`src/rtl/key_sequence_player.sv`:
```
// Replays a stored password as one-cycle, one-hot key pulses separated by idle gaps,
// under a start/busy/done handshake with abort. All outputs are registered.
module key_sequence_player #(
  parameter int PASSWORD_LENGTH = 4,
  parameter int NUM_KEYS        = 4,
  parameter int DIGIT_WIDTH     = 2,
  parameter int GAP_CYCLES      = 16
) (
  input  logic                                     clock,
  input  logic                                     reset,
  input  logic                                     start,
  input  logic                                     abort,
  input  logic [PASSWORD_LENGTH*DIGIT_WIDTH-1:0]   digit_sequence,
  output logic [NUM_KEYS-1:0]                      key_pulse,
  output logic                                     busy,
  output logic                                     done,
  output logic [$clog2(PASSWORD_LENGTH+1)-1:0]     digit_index,
  output logic                                     bad_digit
);

  localparam int IDX_W = $clog2(PASSWORD_LENGTH + 1);
  localparam int CNT_W = $clog2(GAP_CYCLES + 1);
  localparam int SEQ_W = PASSWORD_LENGTH * DIGIT_WIDTH;

  typedef enum logic [1:0] {
    ST_IDLE  = 2'd0,
    ST_PULSE = 2'd1,
    ST_GAP   = 2'd2,
    ST_DONE  = 2'd3
  } state_t;

  state_t               state_reg, state_next;
  logic [NUM_KEYS-1:0]  key_pulse_reg, key_pulse_next;
  logic                 busy_reg, busy_next;
  logic                 done_reg, done_next;
  logic [IDX_W-1:0]     index_reg, index_next;
  logic                 bad_reg, bad_next;
  logic [CNT_W-1:0]     gap_reg, gap_next;
  logic [SEQ_W-1:0]     shadow_reg, shadow_next;
  logic [IDX_W-1:0]     index_inc;

  // Digit table padded to a power of two so any index value selects a defined entry.
  logic [DIGIT_WIDTH-1:0] digits [2**IDX_W];

  generate
    for (genvar gi = 0; gi < 2**IDX_W; gi++) begin : g_digit
      if (gi < PASSWORD_LENGTH) begin : g_used
        assign digits[gi] = shadow_reg[gi*DIGIT_WIDTH +: DIGIT_WIDTH];
      end else begin : g_pad
        assign digits[gi] = '0;
      end
    end
  endgenerate

  // Digits outside the key range decode to no pulse at all.
  function automatic logic [NUM_KEYS-1:0] decode_key(input logic [DIGIT_WIDTH-1:0] d);
    decode_key = '0;
    for (int k = 0; k < NUM_KEYS; k++) begin
      if (32'(d) == k) decode_key[k] = 1'b1;
    end
  endfunction

  function automatic logic digit_is_bad(input logic [DIGIT_WIDTH-1:0] d);
    digit_is_bad = (32'(d) >= NUM_KEYS);
  endfunction

  assign index_inc = index_reg + 1'b1;

  always_comb begin
    state_next     = state_reg;
    key_pulse_next = '0;
    busy_next      = busy_reg;
    done_next      = 1'b0;
    index_next     = index_reg;
    bad_next       = bad_reg;
    gap_next       = gap_reg;
    shadow_next    = shadow_reg;

    case (state_reg)
      ST_IDLE: begin
        busy_next  = 1'b0;
        index_next = '0;
        if (start) begin
          // Digit 0 comes straight from the input since the shadow copy lands this edge.
          shadow_next    = digit_sequence;
          bad_next       = 1'b0;
          busy_next      = 1'b1;
          key_pulse_next = decode_key(digit_sequence[DIGIT_WIDTH-1:0]);
          state_next     = ST_PULSE;
        end
      end

      ST_PULSE: begin
        if (abort) begin
          state_next = ST_IDLE;
          busy_next  = 1'b0;
          index_next = '0;
          gap_next   = '0;
        end else begin
          if (digit_is_bad(digits[index_reg])) bad_next = 1'b1;
          gap_next   = CNT_W'(GAP_CYCLES - 1);
          state_next = ST_GAP;
        end
      end

      ST_GAP: begin
        if (abort) begin
          state_next = ST_IDLE;
          busy_next  = 1'b0;
          index_next = '0;
          gap_next   = '0;
        end else if (gap_reg == '0) begin
          if (32'(index_reg) < PASSWORD_LENGTH - 1) begin
            index_next     = index_inc;
            key_pulse_next = decode_key(digits[index_inc]);
            state_next     = ST_PULSE;
          end else begin
            done_next  = 1'b1;
            state_next = ST_DONE;
          end
        end else begin
          gap_next = gap_reg - 1'b1;
        end
      end

      ST_DONE: begin
        state_next = ST_IDLE;
        busy_next  = 1'b0;
        index_next = '0;
      end

      default: begin
        state_next = ST_IDLE;
        busy_next  = 1'b0;
        index_next = '0;
      end
    endcase
  end

  always_ff @(posedge clock) begin
    if (reset) begin
      state_reg     <= ST_IDLE;
      key_pulse_reg <= '0;
      busy_reg      <= 1'b0;
      done_reg      <= 1'b0;
      index_reg     <= '0;
      bad_reg       <= 1'b0;
      gap_reg       <= '0;
      shadow_reg    <= '0;
    end else begin
      state_reg     <= state_next;
      key_pulse_reg <= key_pulse_next;
      busy_reg      <= busy_next;
      done_reg      <= done_next;
      index_reg     <= index_next;
      bad_reg       <= bad_next;
      gap_reg       <= gap_next;
      shadow_reg    <= shadow_next;
    end
  end

  assign key_pulse   = key_pulse_reg;
  assign busy        = busy_reg;
  assign done        = done_reg;
  assign digit_index = index_reg;
  assign bad_digit   = bad_reg;

endmodule

```
`config.mk`:
```
export PLATFORM = sky130hd
export DESIGN_NAME = key_sequence_player
export DESIGN_NICKNAME = d
export VERILOG_FILES = /design/src/rtl/key_sequence_player.sv
export SDC_FILE = /design/constraint.sdc
export NUM_CORES = 1
export LEC_CHECK = 0
export BUFFER_PORTS_ARGS = -buffer_cell sky130_fd_sc_hd__buf_2
export CORE_AREA = 2 2 62 64
export DETAILED_ROUTE_END_ITERATION = 12
export DIE_AREA = 0 0 64 66
export PLACE_DENSITY = 0.54
export SLEW_MARGIN = 0
export SYNTH_ARGS = -nofsm -noshare
export SYNTH_HDL_FRONTEND = slang
export SYNTH_SLANG_ARGS = --single-unit
```
`constraint.sdc`:
```
create_clock -name clock -period 2.6 [get_ports clock]
set_input_delay 0.52 -clock clock [delete_from_list [all_inputs] [get_ports clock]]
set_output_delay 0.52 -clock clock [all_outputs]
set_load 0.01 [all_outputs]
```
==> results.toml <==
[worst_setup_path]
cp_data_arrival_time_ps = 2180
crit-reg2reg-launch = "state_reg[0]"
endpoint_kind = "flop"
rr_endpoint = "digit_index[2]"
crit_type = "flop to flop"
required_ps = 2850
cp-startpoint = "state_reg[0]"
r2r_cells = 6
rrSetupSlack_ps = 670
crit_end = "digit_index[2]"
start_kind = "flop"
critPathMaxFanout = 13

[clock_network]
postCtsSetupBuffers = 0
root_buffer = "clkbuf_4"
clk_latency_ps = 310
cts_tree = "built"
cts_buffers = 3
cts_max_path_buffers = 2
ctsHtreeMaxLevel = 1
cts.sinks = 24
cts_hold_buf = 0
clk_pin_slew_worst_paths_ps = 140
cts-resized-gates = 0

[grt]
track_usage_pct = 13.0
grt-busiest-layer = "met2"
grt_pass1_wl_um = 4410
grt_max_degree = 22
met3_usage_pct = 1.70
use_met1_pct = 16.4
grt_pass1_vias = 1003
use_met2_pct = 22.9
antenna_found_initial = 0
grt_overflow = 0

[power_and_ir_drop]
power_frac_clock_pct = 33.0
power_density_nw_per_um2 = 596
fin_total_pwr_uw = 830
p_seq_share_pct = 48.7
leakagePower_nw = 0.538
ir_worst_vdd_v = 0.000256
intPower_uw = 609
switching_share_pct = 26.7
comb_power_share_pct = 18.4
switching_power_uw = 222

[yosys]
netlist_instances = 143
yosys_warnings = 0
yosysUniqueCellTypes = 32
synthMostInstantiatedCell = "dfxtp_1"
synth_seq_cells = 24
synthFlopType = "dfxtp_1"
synth.area.top_cells = "dfxtp_1 40%, a21oi_1 8.3%, ha_1 6.2%"
yosysTopAreaCell = "dfxtp_1"
synth_edf_count = 0
netlist_area_um2 = 1210
yosys-top-cells-count = "24 x dfxtp_1, 20 x a21oi_1, 16 x nand2_1, 14 x nand3_1, 9 x inv_1"
synth_top_area_share_pct = 39.8
yosysSeqAreaShare_pct = 39.8
syn_avg_cell_area_um2 = 8.45
synth-async-reset-ratio_pct = 0
syn_nets = 161

[final_layout]
nets = 180
diodes = 0
largest_reg_flops = 8
stdcell_count = 209
area_delta_synth_final_pct = 15.3
drive_gt1_share_pct = 18.0
multi_input_area_um2 = 667
seqCellArea_um2 = 480
num-fill-cells = 381
final_util_pct = 39.3

[detailed_routing]
drt.antenna.violating_nets = 0
dr.pass1.iters = 4
vias = 1043
drtIter0Drc = 46
drc = 0
routed_wirelength_um = 2540
viasPerCell = 4.99
wl_per_cell_um = 12.1

[job]
maxCapViolCount = 0

[timing]
drv_slew = 0
rsz0062_at_grt = "no"
slew_headroom_pct = 62.0
setup_viol = 0
tightest_slew_ps = 570
finalCritPeriodShare_pct = 74.4
setup_tns_ps = 0
fmax_mhz = 517
hold_viol = 0
whs_ps = 432
fin_crit_ps = 1930
fin_skew_ps = 3.16

[floorplan]
core-area_um2 = 3550
die_height_um = 66
die_area_um2 = 4220
rows = 22
initial_core_util_pct = 34.0
ioPinCount = 22
die_w_um = 64

[placed_design]
place_congestion = 0.726
hpwl_um = 1910
port_buffers = 20
place_inst = 205

[run_status]
outcome = "complete, no violations"

[hold_path]
hold_class = "primary input to flop"
worst min-delay path by stage:
stage                       from             to  slack, ps  depth (start not counted)
4_1_cts        digit_sequence[6]  shadow_reg[6]        420                          3
6_report       digit_sequence[6]  shadow_reg[6]        430                          3
3_3_place_gp       shadow_reg[1]  shadow_reg[1]        440                          2
5_1_grt        digit_sequence[2]  shadow_reg[2]        420                          3
3_5_place_dp       shadow_reg[2]  shadow_reg[2]        450                          2
2_1_floorplan      shadow_reg[0]  shadow_reg[0]        430                          2
area by class of cell:
type	count	share of cell area, %
repair buffers	20	7.18
clock buffers	3	1.62
inverters	9	2.42
well taps	48	4.31
flip-flops and latches	24	34.5
multi-input cells	104	47.8
clock inverters	1	2.15
layout by cell type (no fill, tap or decap), types with 6 or more instances in the layout:
master    count
dfxtp_1      24
a21oi_1      20
buf_2        20
nand2_1      16
nand3_1      14
inv_1         9
nor2_1        8
nand2b_1      6
ha_1          6
critical path: stages, from the launching register on:
cell,delay [ps]
dfxtp_1,350
inv_1,100
ha_1,450
nor3b_1,390
and2_1,220
nand3_1,150
o22ai_1,210
layer usage:
layer  share of wire, %  vias to the layer above
met2                 49                       16
met5                  0                        -
li1                   -                      533
met3                3.0                        0
met1                 48                      494
met4                  0                        0
cell families (layout without fill, tap and decap cells):
group	after synthesis	count (layout)	share of synthesized area, %
and+or+nand+nor	57	57	23.9
muxes	4	4	5.38
AOI/OAI and AO/OA	35	35	18.6
buffers and inverters	15	33	5.07
other	1	1	0.310
DFF	24	24	39.8
xor gates and xnor gates	1	1	0.725
adders and majority gates	6	6	6.21
per-stage QoR:
stage	cell area (µm²)	worst slack [ps]
floorplan	1210	843
global placement	1340	698
detailed placement	1340	703
CTS	1390	673
global route	1390	518
finish	1390	666
power groups by stage:
| stage | clock network (mW) | registers [mW] | logic [mW] |
|---|---|---|---|
| floorplan | 0 | 0.410 | 0.116 |
| global placement | 0 | 0.412 | 0.149 |
| detailed placement | 0 | 0.412 | 0.153 |
| CTS | 0.281 | 0.404 | 0.154 |
| global route | 0.296 | 0.408 | 0.172 |
| finish | 0.274 | 0.404 | 0.152 |
Note: power is estimated with default switching activity, not from simulation.
